## src/rtl/lsu_align_if.sv

```systemverilog
// lsu_align_if: MEM-stage request/response and data port B bundle.
// master = pipeline + memory side, slave = lsu_align.
interface lsu_align_if #(
    parameter int ADDR_W = 32
);
    logic              req_valid;
    logic              req_write;
    logic [1:0]        req_size;
    logic              req_unsigned;
    logic [ADDR_W-1:0] req_addr;
    logic [ADDR_W-1:0] req_wdata;
    logic [ADDR_W-1:0] mem_addr;
    logic [ADDR_W-1:0] mem_wdata;
    logic              mem_we;
    logic [ADDR_W-1:0] mem_rdata;
    logic [ADDR_W-1:0] resp_rdata;
    logic              stall;
    logic              misalign;
    logic [ADDR_W-1:0] misalign_addr;

    modport master (
        output req_valid, req_write, req_size,
        output req_unsigned, req_addr, req_wdata,
        output mem_rdata,
        input  mem_addr, mem_wdata, mem_we,
        input  resp_rdata, stall,
        input  misalign, misalign_addr
    );

    modport slave (
        input  req_valid, req_write, req_size,
        input  req_unsigned, req_addr, req_wdata,
        input  mem_rdata,
        output mem_addr, mem_wdata, mem_we,
        output resp_rdata, stall,
        output misalign, misalign_addr
    );
endinterface

```

## src/rtl/lsu_align.sv

```systemverilog
// lsu_align: load extract/extend, sub-word store read-modify-write,
// misalign detection. Optional trap mode: LSU_MISALIGN_TRAP_EN.
// Ports: clk, reset_n (async, active-low), bus (lsu_align_if.slave).
module lsu_align #(
    parameter int ADDR_W = 32
) (
    input  logic        clk,
    input  logic        reset_n,
    lsu_align_if.slave  bus
);
    typedef enum logic {IDLE, MERGE} state_t;

    state_t            state_q;
    state_t            state_d;
    logic [ADDR_W-1:0] old_q;
    logic              latch_old;
    logic              mmio;
    logic              is_sub;
    logic              mis;
    logic              sx;
    logic [1:0]        lane;
    logic [7:0]        byte_v;
    logic [15:0]       half_v;
    logic [ADDR_W-1:0] load_v;
    logic [ADDR_W-1:0] merged;
    logic [ADDR_W-1:0] zext_w;
    logic [ADDR_W-1:0] wdata_c;
    logic              we_c;
    logic              stall_c;

    assign mmio   = (bus.req_addr[31:16] == 16'hffff);
    assign is_sub = ~bus.req_size[1];
    assign sx     = ~bus.req_unsigned;

    assign bus.mem_addr = mmio ? bus.req_addr
                               : {bus.req_addr[31:2], 2'b00};

`ifdef LSU_MISALIGN_TRAP_EN
    logic              mis_raw;
    logic              mis_q;
    logic [ADDR_W-1:0] mis_addr_q;

    assign mis_raw = ((bus.req_size == 2'b01) & bus.req_addr[0])
                   | (bus.req_size[1] & (bus.req_addr[1:0] != 2'b00));
    assign mis  = bus.req_valid & mis_raw;
    assign lane = bus.req_addr[1:0];

    always_ff @(posedge clk or negedge reset_n) begin
        if (!reset_n) begin
            mis_q      <= 1'b0;
            mis_addr_q <= '0;
        end else begin
            mis_q <= mis;
            if (mis)
                mis_addr_q <= bus.req_addr;
        end
    end

    assign bus.misalign      = mis_q;
    assign bus.misalign_addr = mis_addr_q;
`else
    // Misaligned accesses are silently aligned down.
    assign mis  = 1'b0;
    assign lane = bus.req_size[1] ? 2'b00
                : bus.req_size[0] ? {bus.req_addr[1], 1'b0}
                : bus.req_addr[1:0];

    assign bus.misalign      = 1'b0;
    assign bus.misalign_addr = '0;
`endif

    assign byte_v = bus.mem_rdata[{lane, 3'b000} +: 8];
    assign half_v = bus.mem_rdata[{lane[1], 4'b0000} +: 16];

    always_comb begin
        load_v = bus.mem_rdata;
        unique case (bus.req_size)
            2'b00:   load_v = {{24{sx & byte_v[7]}}, byte_v};
            2'b01:   load_v = {{16{sx & half_v[15]}}, half_v};
            default: load_v = bus.mem_rdata;
        endcase
    end

    assign bus.resp_rdata = mis ? '0 : load_v;

    always_comb begin
        zext_w = bus.req_wdata;
        unique case (bus.req_size)
            2'b00:   zext_w = {24'h0, bus.req_wdata[7:0]};
            2'b01:   zext_w = {16'h0, bus.req_wdata[15:0]};
            default: zext_w = bus.req_wdata;
        endcase
    end

    // Replace the addressed lane of the word read in the IDLE cycle.
    always_comb begin
        merged = old_q;
        if (bus.req_size == 2'b00)
            merged[{lane, 3'b000} +: 8] = bus.req_wdata[7:0];
        else
            merged[{lane[1], 4'b0000} +: 16] = bus.req_wdata[15:0];
    end

    always_comb begin
        state_d   = state_q;
        we_c      = 1'b0;
        stall_c   = 1'b0;
        latch_old = 1'b0;
        wdata_c   = zext_w;
        unique case (state_q)
            IDLE: begin
                if (bus.req_valid & bus.req_write & ~mis) begin
                    if (mmio | ~is_sub) begin
                        we_c = 1'b1;
                    end else begin
                        stall_c   = 1'b1;
                        latch_old = 1'b1;
                        state_d   = MERGE;
                    end
                end
            end
            MERGE: begin
                we_c    = 1'b1;
                wdata_c = merged;
                state_d = IDLE;
            end
        endcase
    end

    // Gate with reset_n so a write never leaks during reset.
    assign bus.mem_we    = we_c & reset_n;
    assign bus.stall     = stall_c & reset_n;
    assign bus.mem_wdata = wdata_c;

    always_ff @(posedge clk or negedge reset_n) begin
        if (!reset_n) begin
            state_q <= IDLE;
            old_q   <= '0;
        end else begin
            state_q <= state_d;
            if (latch_old)
                old_q <= bus.mem_rdata;
        end
    end
endmodule
```

## src/flat_wrapper.sv

```systemverilog
// flat-port wrapper written by rule: the top's interface ports become plain ports
module lsu_align_flat 
#(
    parameter int ADDR_W = 32
)
  (clk, reset_n, bus_req_valid, bus_req_write, bus_req_size, bus_req_unsigned, bus_req_addr, bus_req_wdata, bus_mem_rdata, bus_mem_addr, bus_mem_wdata, bus_mem_we, bus_resp_rdata, bus_stall, bus_misalign, bus_misalign_addr);
  lsu_align_if #(.ADDR_W(ADDR_W)) bus_i ();
  input  logic clk;
  input  logic reset_n;
  input wire logic [$bits(bus_i.req_valid)-1:0] bus_req_valid;
  input wire logic [$bits(bus_i.req_write)-1:0] bus_req_write;
  input wire logic [$bits(bus_i.req_size)-1:0] bus_req_size;
  input wire logic [$bits(bus_i.req_unsigned)-1:0] bus_req_unsigned;
  input wire logic [$bits(bus_i.req_addr)-1:0] bus_req_addr;
  input wire logic [$bits(bus_i.req_wdata)-1:0] bus_req_wdata;
  input wire logic [$bits(bus_i.mem_rdata)-1:0] bus_mem_rdata;
  output wire logic [$bits(bus_i.mem_addr)-1:0] bus_mem_addr;
  output wire logic [$bits(bus_i.mem_wdata)-1:0] bus_mem_wdata;
  output wire logic [$bits(bus_i.mem_we)-1:0] bus_mem_we;
  output wire logic [$bits(bus_i.resp_rdata)-1:0] bus_resp_rdata;
  output wire logic [$bits(bus_i.stall)-1:0] bus_stall;
  output wire logic [$bits(bus_i.misalign)-1:0] bus_misalign;
  output wire logic [$bits(bus_i.misalign_addr)-1:0] bus_misalign_addr;
  assign bus_i.req_valid = bus_req_valid;
  assign bus_i.req_write = bus_req_write;
  assign bus_i.req_size = bus_req_size;
  assign bus_i.req_unsigned = bus_req_unsigned;
  assign bus_i.req_addr = bus_req_addr;
  assign bus_i.req_wdata = bus_req_wdata;
  assign bus_i.mem_rdata = bus_mem_rdata;
  assign bus_mem_addr = bus_i.mem_addr;
  assign bus_mem_wdata = bus_i.mem_wdata;
  assign bus_mem_we = bus_i.mem_we;
  assign bus_resp_rdata = bus_i.resp_rdata;
  assign bus_stall = bus_i.stall;
  assign bus_misalign = bus_i.misalign;
  assign bus_misalign_addr = bus_i.misalign_addr;
  lsu_align #(.ADDR_W(ADDR_W)) u_core (.clk(clk), .reset_n(reset_n), .bus(bus_i));
endmodule
```

## config.mk

```make
export PLATFORM = sky130hd
export DESIGN_NAME = lsu_align_flat
export DESIGN_NICKNAME = d
export VERILOG_FILES = /design/src/rtl/lsu_align_if.sv /design/src/rtl/lsu_align.sv /design/src/flat_wrapper.sv
export SDC_FILE = /design/constraint.sdc
export NUM_CORES = 1
export LEC_CHECK = 0
export CAP_MARGIN = 20
export CORE_MARGIN = 1
export CORE_UTILIZATION = 39
export CTS_CLUSTER_DIAMETER = 80
export DETAILED_ROUTE_END_ITERATION = 8
export PLACE_DENSITY = 0.88
export SLEW_MARGIN = 10
export SYNTH_ARGS = -nofsm -noshare
export SYNTH_HDL_FRONTEND = slang
export SYNTH_SLANG_ARGS = --single-unit
```

## constraint.sdc

```tcl
create_clock -name clk -period 5.1 [get_ports clk]
set_input_delay 1.02 -clock clk [delete_from_list [all_inputs] [get_ports clk]]
set_output_delay 1.02 -clock clk [all_outputs]
set_load 0.03 [all_outputs]
```

Yosys cells after proc, flatten, opt, wreduce, memory -nomap -nowiden

Cells that the tools add are included.

Output and inout port bits: 131
Word-level logic and storage cells: 37
Flip-flop bits (word level): 33
Bits of input ports: 103

Add/subtract/negate cells: 2
Reductions and logical operators: 1
Equal/unequal tests: 2
Bitwise gates (word level): 8
Shift operators: 6
Muxes and demuxes: 16

Operators with widths:

| cell                    | number |
|---|---|
| $pmux 32 s2             | 2 |
| $bwmux 32               | 2 |
| $mux 32                 | 2 |
| $shift 16x7->32 const A | 1 |
| $shift 8x7->32 const A  | 1 |
| $shiftx 16x7->32        | 1 |
| $shiftx 32x6->16        | 1 |
| $shiftx 32x6->8         | 1 |
| $shiftx 8x7->32         | 1 |
| $eq 16x16->1 const B    | 1 |
| $neg 5->7               | 2 |
| $mux 1                  | 6 |
| $and 1x1->1             | 5 |
| $mux 2                  | 2 |
| $pmux 1 s2              | 2 |
| $eq 2x1->1 const B      | 1 |
| $logic_not 2->1         | 1 |
| $not 1->1               | 2 |
| $or 1x1->1              | 1 |

Logic depth before layout (Yosys ltp)

Gate-level depths: netlist (run 1).

Depth in word-level cells: 7
Gate-level depth with buffers: 9

Worst setup path before layout (run 1)

OpenSTA, ideal clock, no wires.

Path type: input -> output
Start point: input bus_req_size[1]
End point: output bus_mem_wdata[23]
Cell stages on the path: 8
Path slack: 0.844 ns
Data required time: 4.080 ns
Arrival: 3.236 ns
Cells stage by stage: buf_6 or3b_1 buf_2 ha_1 or4b_1 a211oi_2 a222oi_1 inv_1

Word-level cells in the longest chain between the ends: 6
Elaborated cells between the ends (all ways): 14
Those cells by class: add/sub (2); eq/ne (1); shift (4); mux (6); reduce/logical (1)

RTL lines:

| what                                     | line                              | RTL |
|---|---|---|
| start, declared                          | flat_wrapper.sv:12                | `input wire logic [$bits(bus_i.req_size)-1:0] bus_req_size;` |
| $mux 2                                   | lsu_align.sv:64                   | `assign lane = bus.req_size[1] ? 2'b00` |
| $neg 5->7 (on tied branches)             | lsu_align.sv:101, lsu_align.sv:99 |  |
| $shiftx 16x7->32 (tied with other cells) | lsu_align.sv:101                  | `merged[{lane[1], 4'b0000} +: 16] = bus.req_wdata[15:0];` |
| $bwmux 32 (on tied branches)             | lsu_align.sv:101, lsu_align.sv:99 |  |
| $mux 32                                  | lsu_align.sv:98                   | `if (bus.req_size == 2'b00)` |
| $mux 32 (*)                              | lsu_align.sv:110                  | `unique case (state_q)` |
| end, declared                            | flat_wrapper.sv:18                | `output wire logic [$bits(bus_i.mem_wdata)-1:0] bus_mem_wdata;` |

Every way passes the cells marked *; elsewhere a longest branch is shown, timed or not.

Worst setup path in the final report (run 1)

Start point: input bus_req_addr[0]
End point: output bus_mem_wdata[23]

Word-level cells in the longest chain between the ends: 7
Elaborated cells between the ends (all ways): 8
Those cells by class: add/sub (1); shift (2); mux (5)

RTL lines:

| what                                              | line               | RTL |
|---|---|---|
| start, declared                                   | flat_wrapper.sv:14 | `input wire logic [$bits(bus_i.req_addr)-1:0] bus_req_addr;` |
| $mux 1 (*)                                        | lsu_align.sv:65    | `: bus.req_size[0] ? {bus.req_addr[1], 1'b0}` |
| $mux 2 (*)                                        | lsu_align.sv:64    |  |
| $neg 5->7 (*)                                     | lsu_align.sv:99    | `merged[{lane, 3'b000} +: 8] = bus.req_wdata[7:0];` |
| $shiftx 8x7->32 or $shift 8x7->32 (tied branches) | lsu_align.sv:99    |  |
| $bwmux 32 (*)                                     | lsu_align.sv:99    |  |
| $mux 32 (*)                                       | lsu_align.sv:98    |  |
| $mux 32 (*)                                       | lsu_align.sv:110   |  |

Marked as above.

==> flow_summary.ini, run 1 <==
[power_and_ir_drop]
switchingPower_w = 0.000428
total_power_w = 0.00108
p_comb_frac = 0.482
p_int_w = 0.000650
power.density_mw_per_mm2 = 223
swShare = 0.397
p_seq_frac = 0.328
clkPwrFrac = 0.190
peakVddDrop_v = 0.000154
leakage_nw = 2.17

[yosys]
ys_seq_area_frac = 0.248
synth-compound-area-share = 0.263
ys_warn_count = 0
ys.flop_type = dfrtp_1
syn_area_mm2 = 0.00333
ys_ff_latch = 33
synth_top_area_share = 0.248
synthAdderAreaFrac = 0.0113
synthCells = 389
synth_cell_types = 55
synthTopCellsByArea = dfrtp_1 (25%), buf_4 (14%), mux2_1 (9.5%)
synth-simple-area-share = 0.151
synth_edf_count = 0
synth_top_family_by_area = compound AO/OA/AOI/OAI gates
synthXorXnorAreaFrac = 0
yosysTopAreaCell = dfrtp_1
synthArstFlopShare = 1.00
yosysMostFrequentCell = buf_4
netlist_top_cells_count = buf_4 (64), nand2_1 (50), dfrtp_1 (33), mux2_1 (28), a22o_1 (22)
synth.area.mux_share = 0.134
syn_area_per_cell_um2 = 8.56

[timing]
rsz0062_at_grt = false
slew_violations = 0
finalCriticalPeriod_ns = 4.75
hold_ws_ns = 0.484
finalCritPeriodShare = 0.930
skew_ns = 0.00375
finalHoldViolCount = 0
tns_ns = 0
fmax_ghz = 0.211
slew_headroom = 0.467
setup_viol = 0
worstMarginPinSlew_ns = 0.794

[grt]
grt_max_degree = 35
grt_overflow = 0
grt_pass1_wl_um = 19100
antenna_found_initial = 0
grt_pass1_vias = 3608
grtUsageTotal = 0.285

[routing]
drtAntennaViolNets = 0
finalWirelength_um = 12800
drtPass1Iterations = 5
drt-initial-drc-count = 335
route.met2.wl_um = 6310
via_per_inst = 5.85
vias = 3719
wl_per_cell_um = 20.0
wl_met3_um = 1220
routed.top_layer = met4
drc = 0
drt-met1-wl_um = 4720

[worst_setup_path]
cp_max_fo = 7
critPathKind = input pin to output port
reg2reg_to = u_core.old_q[19]$_DFFE_PN0P_
reg2regPathDepth = 3
critPathSlowestCell = or4b_1
critPathCaptureType = output port
cpPeakStageDelay_ns = 0.55
crit_chain = clkdlybuf4s50_1 > or3b_1 > ha_1 > or4b_1 > a211oi_2 > a222oi_1 > inv_1 > buf_4
r2r_slack_ns = 2.94
startpoint_type = input pin
required_ns = 4.08
arrival_ns = 3.73
r2r-start = u_core.state_q$_DFF_PN0_

[clock_network]
cts_resized = 0
cts_setup_buffers = 0
clk_path_buf_depth = 2
cts-root-buf = clkbuf_8
clkTransAtPathRegs_ns = 0.07
hold_buffers = 0
clk_latency_ns = 0.29
numCtsBuffers = 5
cts_sinks = 33
tritoncts = yes
h-tree-depth = 2

[final_layout]
antenna_cells = 0
finish.net_count = 637
drive_gt1_frac = 0.158
fin_util = 0.587
fillCellCount = 728
area_delta_synth_final_pct = 45.5
fin_area_mm2 = 0.00484

[floorplan]
initial_core_util = 0.403
rows = 33
die_x_um = 94.4
die_area_mm2 = 0.00891
coreArea_mm2 = 0.00826
die_h_um = 94.4
ios = 234

[placed_design]
hpwl_um = 9900
numPortBuffers = 172
place_area_mm2 = 0.00476
gp_congestion = 0.888

[hold_path]
hold_class = flip-flop to flip-flop
hp-start = u_core.old_q[12]$_DFFE_PN0P_
min_to = u_core.old_q[12]$_DFFE_PN0P_
min_path_cells = 1

[status]
status = completed

[run]
max_cap_viol_count = 0
[power by group through the flow]
| stage | logic [W] | registers, W | clock network (W) |
|---|---|---|---|
| after floorplan | 0.000347 | 0.000342 | 0 |
| final | 0.000519 | 0.000354 | 0.000205 |
| after global placement | 0.000511 | 0.000353 | 0 |
| after detailed placement | 0.000517 | 0.000356 | 0 |
| after CTS | 0.000518 | 0.000351 | 0.000206 |
| after global routing | 0.000550 | 0.000359 | 0.000219 |
[cell families after synthesis]
logic type                 count (synthesis)
buffers and inverters                    101
muxes                                     39
and+or+nand+nor                           96
other                                      1
DFF                                       33
AOI/OAI and AO/OA                        116
adders and majority gates                  3
[worst max-delay path, delay by kind of cell]
kind / cells / cell delay, ns
compound gates: 2 / 0.65
fa+ha+maj: 1 / 0.38
buf+inv: 3 / 0.74
simple gates: 2 / 0.94
[how the worst max path moves through the flow]
| stage | start | cells after the start | endpoint |
|---|---|---|---|
| final | bus_req_addr[0] | 8 | bus_mem_wdata[23] |
| after global routing | bus_req_size[1] | 8 | bus_mem_wdata[23] |
| after CTS | bus_req_addr[0] | 8 | bus_mem_wdata[23] |
| after detailed placement | bus_req_size[1] | 8 | bus_mem_wdata[23] |
| after global placement | bus_req_addr[0] | 8 | bus_mem_wdata[23] |
| after floorplan | bus_req_size[1] | 8 | bus_mem_wdata[23] |
[final cells by class]
type / instances / area [um^2] / area share
repair buffers: 189 / 1760 / 0.363
clock buffers: 7 / 86.3 / 0.0178
well taps: 105 / 131 / 0.0271
inverters: 15 / 56.3 / 0.0116
multi-input cells: 287 / 1990 / 0.410
flip-flops and latches: 33 / 826 / 0.170
[layer usage]
| layer | vias up | GRT usage |
|---|---|---|
| met5 | - | 0 |
| met4 | 0 | 0.145 |
| met3 | 43 | 0.0475 |
| met2 | 257 | 0.492 |
| met1 | 1783 | 0.339 |
| li1 | 1636 | - |
[stage by stage]
stage,std cells,setup WS [ns]
2_1_floorplan,421,0.844
3_3_place_gp,629,0.388
3_5_place_dp,629,0.365
4_1_cts,636,0.367
5_1_grt,636,0.280
6_report,636,0.355
[sequential cells by signal, indices dropped and copies added, names as in the netlist]
signal          cells
u_core.state_q      1
u_core.old_q       32
[placed cells by master, fill, tap and decap left out, types with 2 or more instances in the layout]
cell type and n:
clkdlybuf4s50_1 126, buf_4 61, nand2_1 50, conb_1 33, dfrtp_1 33, mux2_1 28
a22o_1 22, a21oi_1 17, o21ai_0 15, inv_1 13, o22ai_1 13, nor2_1 12
a221o_1 11, o2bb2ai_1 7, a2bb2oi_1 6, mux2_2 6, clkbuf_8 6, a222oi_1 5
and3_1 5, mux2i_1 4, nand4_1 4, a221oi_1 4, nor2b_1 4, and2_1 3
nand2b_1 3, o221ai_1 3, ha_1 3, a22oi_1 2, nor4bb_1 2, a211oi_1 2
o21ai_1 2, buf_12 2
Note: power is estimated with default switching activity, not from simulation.
==> run 2, diff against run 1 <==
- CORE_AREA: unset -> 2 2 91 93
- CORE_MARGIN: 1 -> unset
- CORE_UTILIZATION: 39 -> unset
- DIE_AREA: unset -> 0 0 93 95
- DONT_BUFFER_PORTS: unset -> 1
- PLACE_DENSITY: 0.88 -> unset
- PLACE_DENSITY_LB_ADDON: unset -> 0.15
==> run 2 against run 1 <==
  * Count of clock-buffer cells in the layout did not move
  * Final cell count is 28% lower
  * Worst setup slack gained 0.26 ns
  * Global-route usage down 3.6 points
  * Sequential power about the same
  * Highest routed layer unchanged
  * Critical endpoint unchanged
  * Sequential share of layout area is 9.0 points higher
  * Core utilization fell by 19 points
  * Critical path depth fell by 2
  * Routed wire length decreased by 9.5%
==> flow_summary.ini, run 2 (synthesized netlist as in run 1, its figures left out) <==
[floorplan]
coreArea_mm2 = 0.00793
rows = 33
die_area_mm2 = 0.00884
initial_core_util = 0.420
die_h_um = 95
die_x_um = 93
ios = 234

[timing]
slew_violations = 0
finalCriticalPeriod_ns = 4.48
setup_viol = 0
tns_ns = 0
finalCritPeriodShare = 0.879
rsz0062_at_grt = false
fmax_ghz = 0.223
skew_ns = 0.00570
worstMarginPinSlew_ns = 1.06
setup_ws_ns = 0.616
finalHoldViolCount = 0
slew_headroom = 0.284

[clock_network]
clk_latency_ns = 0.29
clkTransAtPathRegs_ns = 0.08
cts_sinks = 33
h-tree-depth = 2
cts_setup_buffers = 0
hold_buffers = 0
clk_path_buf_depth = 2
tritoncts = yes
numCtsBuffers = 5
cts_resized = 0
cts-root-buf = clkbuf_8

[grt]
grt_pass1_wl_um = 16500
grt_overflow = 0
grt_max_degree = 38
grtUsageTotal = 0.249
antenna_found_initial = 0
grt_pass1_vias = 2899

[final_layout]
antenna_cells = 0
reg_top3 = u_core.old_q: 32 flops, u_core.state_q: 1 flops
fin_area_mm2 = 0.00318
final_common_cell = nand2_1
drive_gt1_frac = 0.0855
finish.net_count = 456
largest_reg_flops = 32
final_cell_mix = nand2_1 (50), conb_1 (33), dfrtp_1 (33), mux2_1 (28), a22o_1 (22)
area_delta_synth_final_pct = -4.62
regMostFlops = u_core.old_q
instances_no_fill = 456

[routing]
drtAntennaViolNets = 0
vias = 2915
drt-initial-drc-count = 256
drtPass1Iterations = 5
wl_per_cell_um = 25.3
finalWirelength_um = 11500
via_per_inst = 6.39
drc = 0

[hold_path]
hold_class = input pin to asynchronous set/reset pin

[placed_design]
gp_congestion = 0.900
numPortBuffers = 0
post-place-ws_ns = 0.627
place_area_mm2 = 0.00306
placed_cells = 448
hpwl_um = 8700

[worst_setup_path]
reg2regPathDepth = 3
critPathKind = input pin to output port
cp_max_fo = 37
critPathCaptureType = output port
r2r_slack_ns = 3.08
arrival_ns = 3.46
required_ns = 4.08
startpoint_type = input pin
reg2reg_to = u_core.old_q[30]$_DFFE_PN0P_
r2r-start = u_core.state_q$_DFF_PN0_

[power_and_ir_drop]
power.density_mw_per_mm2 = 291
peakVddDrop_v = 0.000133
leakage_nw = 1.41
total_power_w = 0.000925

[status]
status = completed

[run]
max_cap_viol_count = 0
## run 2: cell types whose count changed in the layout (fill, tap and decap cells not counted)
cell             before  now
buf_12                2    0
bufinv_16             0    1
clkdlybuf4s50_1     126    0
o311ai_0              1    0
o311ai_1              0    1
buf_4                61    8
## run 2: per-stage QoR
step                utilization  hold slack, ns
global route              0.401           0.409
CTS                       0.401           0.415
floorplan                     -           0.450
global placement          0.386           0.463
finish                    0.401           0.427
detailed placement        0.386           0.470
## run 2: worst max-delay path by stage
stage,depth (start not counted),to,from
floorplan,8,bus_mem_wdata[23],bus_req_size[1]
global placement,6,bus_mem_wdata[23],bus_req_size[1]
detailed placement,6,bus_mem_wdata[23],bus_req_size[1]
CTS,6,bus_mem_wdata[23],bus_req_size[1]
global route,6,bus_mem_wdata[20],bus_req_size[1]
finish,6,bus_mem_wdata[23],bus_req_size[1]
## run 2: final cells by class
class / count / area, um^2
timing repair buffer: 8 / 60.1
inverter: 15 / 56.3
clock buffer: 7 / 86.3
sequential: 33 / 826
clock inverter: 1 / 30.0
fill: 813 / 4750
multi-input combinational: 287 / 1990
tap: 105 / 131
## run 2: report_power, final
group / leakage, nW / switching, W / internal (W)
registers: 0.392 / 0.0000407 / 0.000315
clock network: 0.0585 / 0.0000994 / 0.000159
logic: 0.962 / 0.000216 / 0.0000943
total: 1.41 / 0.000356 / 0.000569
## run 2: critical path, stage by stage
cell and delay, ns:
or3b_1 0.57, ha_1 0.44, or4b_1 0.55, a211oi_2 0.46
a222oi_1 0.16, inv_1 0.25
## run 2: per-layer routing
layer,GRT usage,wire length [um],up-vias
met4,0.0956,306,0
met1,0.294,4390,1435
met5,0,0,-
met3,0.0758,1110,24
met2,0.424,5750,185
li1,-,-,1271
==> RTL edit, RTL diff (settings of run 2) <==
Build with the macro `LSU_MISALIGN_TRAP_EN` defined.
--- a/src/rtl/lsu_align.sv
+++ b/src/rtl/lsu_align.sv
@@ -1,6 +1,8 @@
 // lsu_align: load extract/extend, sub-word store read-modify-write,
 // misalign detection. Optional trap mode: LSU_MISALIGN_TRAP_EN.
 // Ports: clk, reset_n (async, active-low), bus (lsu_align_if.slave).
+`define LSU_MISALIGN_TRAP_EN
+
 module lsu_align #(
     parameter int ADDR_W = 32
 ) (
Check against the original RTL: not equivalent (Yosys sat finds a counterexample within 4 cycles, from zero or initial values and one cycle with reset_n low).
==> RTL edit against run 2 <==
Largest cell class unchanged. Sequential cell count rose by 33. Final area rose by 44%. Clock power rose by 69%. First-iteration DRC count fell by 7.8%. Synthesized area rose by 32%. Wire length rose by 15%. Worst hold slack got worse by 0.071 ns. Setup slack improved by 0.52 ns. Total power rose by 77%.
==> RTL edit: results (changes against run 2) <==
stage,metric,value,unit,change
global_route,largest net degree at the start of global routing,69,,was 38
synth,Compound-Gate Fraction of Synth Area,21.03,%,was 26.31%
global_route,first-pass GRT wire length,19.69,mm,was 16.53 mm
power_and_ir_drop,Static Leakage,2.025,nW,was 1.413 nW
cells_and_area,fraction of layout cells with a size suffix above 1,30.27,%,was 8.547%
clock_tree,H-tree depth,3,,was 2
sta,Worst-Margin Slew,1.070,ns,was 1.057 ns
route,Initial DRT Pass Iterations,6,,was 5
synth,multiplexer share of the synthesized area,20.84,%,was 13.38%
placement,dpl cells,503,,was 448
clock_tree,Skew-Pair Late Insertion Delay,0.35,ns,was 0.29 ns
critical_path,Critical Path Fanout Max,34,,was 37
route,WL final,13.32,mm,was 11.55 mm
clock_tree,number of CTS-inserted buffers,9,,was 5
clock_tree,CTS Root Cell,clkbuf_8,,unchanged
route,Iter 0 DRT Violations,236,,was 256
synth,Netlist cell types,50,,was 55
synth,Synth Area in Adders,1.421,%,was 1.127%
synth,dominant cells by area after synthesis,"dfrtp_1 38%, mux2_2 12%, mux2_4 6.8%",,"was dfrtp_1 25%, buf_4 14%, mux2_1 9.5%"
power_and_ir_drop,Clk. pwr,0.439,mW,was 0.259 mW
placement,Post-DP HPWL,9.864,mm,was 8.697 mm
placement,pre-CTS setup slack,1.191,ns,was 0.6275 ns
cells_and_area,Layout Cells excl Fill,518,,was 456
run_status,outcome,"finished, final reports clean",,unchanged
cells_and_area,fill count,712,,was 813
route,Detail Route met2 WL,6.645,mm,was 5.745 mm
global_route,GRT met1 Usage,35.45,%,was 29.42%
global_route,met2 Use GR,50.66,%,was 42.39%
power_and_ir_drop,Int Pwr,1.040,mW,was 0.5687 mW
critical_path,slowest cell delay on critical path,0.77,ns,was 0.57 ns
power_and_ir_drop,VDD IR-drop max,0.2517,mV,was 0.1334 mV
critical_path,CP arrival,2.95,ns,was 3.46 ns
sta,worst hold slack,0.3558,ns,was 0.4266 ns
clock_tree,maximum buffer depth of the clock tree,2,,unchanged
placement,routability cong.,0.8984,,was 0.9004
critical_path,CP max-delay cell,nor4_2,,was or3b_1
global_route,GRT Util Overall,30.32,%,was 24.86%
synth,synth cell count leaders,"66 x dfrtp_1, 45 x mux2_2, 39 x o21ai_0, 36 x nand2_1, 32 x buf_4",,"was 64 x buf_4, 50 x nand2_1, 33 x dfrtp_1, 28 x mux2_1, 22 x a22o_1"
synth,Syn Area/Cell,10.41,um^2,was 8.559 um^2
cells_and_area,fin area,4583,um^2,was 3176 um^2
global_route,met3 track demand over resource,11.41,%,was 7.582%
power_and_ir_drop,Design Power,1.635,mW,was 0.9246 mW
placement,placement-stage cell area,4392,um^2,was 3059 um^2
critical_path,FF-to-FF setup slack,2.83,ns,was 3.08 ns
synth,register area share after synthesis,37.52,%,was 24.80%
## RTL edit: cell type report
class	count	share of cell area [%]
multi-input cells	283	50.20
clock inverters	6	1.474
repair buffers	33	5.405
well taps	105	2.867
inverters	16	1.310
flip-flops and latches	66	36.04
clock buffers	9	2.703
## RTL edit: worst max-delay path by stage
stage	endpoint	startpoint	depth (start not counted)	slack [ns]
floorplan	bus_mem_wdata[15]	bus_req_addr[1]	9	0.98
global placement	bus_mem_wdata[31]	bus_req_addr[1]	5	1.23
detailed placement	bus_mem_wdata[31]	bus_req_addr[1]	5	1.19
CTS	bus_mem_wdata[19]	bus_req_addr[1]	5	1.18
global route	bus_mem_wdata[31]	bus_req_addr[1]	5	1.06
finish	bus_mem_wdata[31]	bus_req_addr[1]	5	1.13
## RTL edit: worst max-delay path: cells and delay by family
kind                       cells  cell delay, ns
and+or+nand+nor                1            0.77
AOI/OAI and AO/OA              2            0.73
adders and majority gates      1            0.29
buffers and inverters          1            0.12
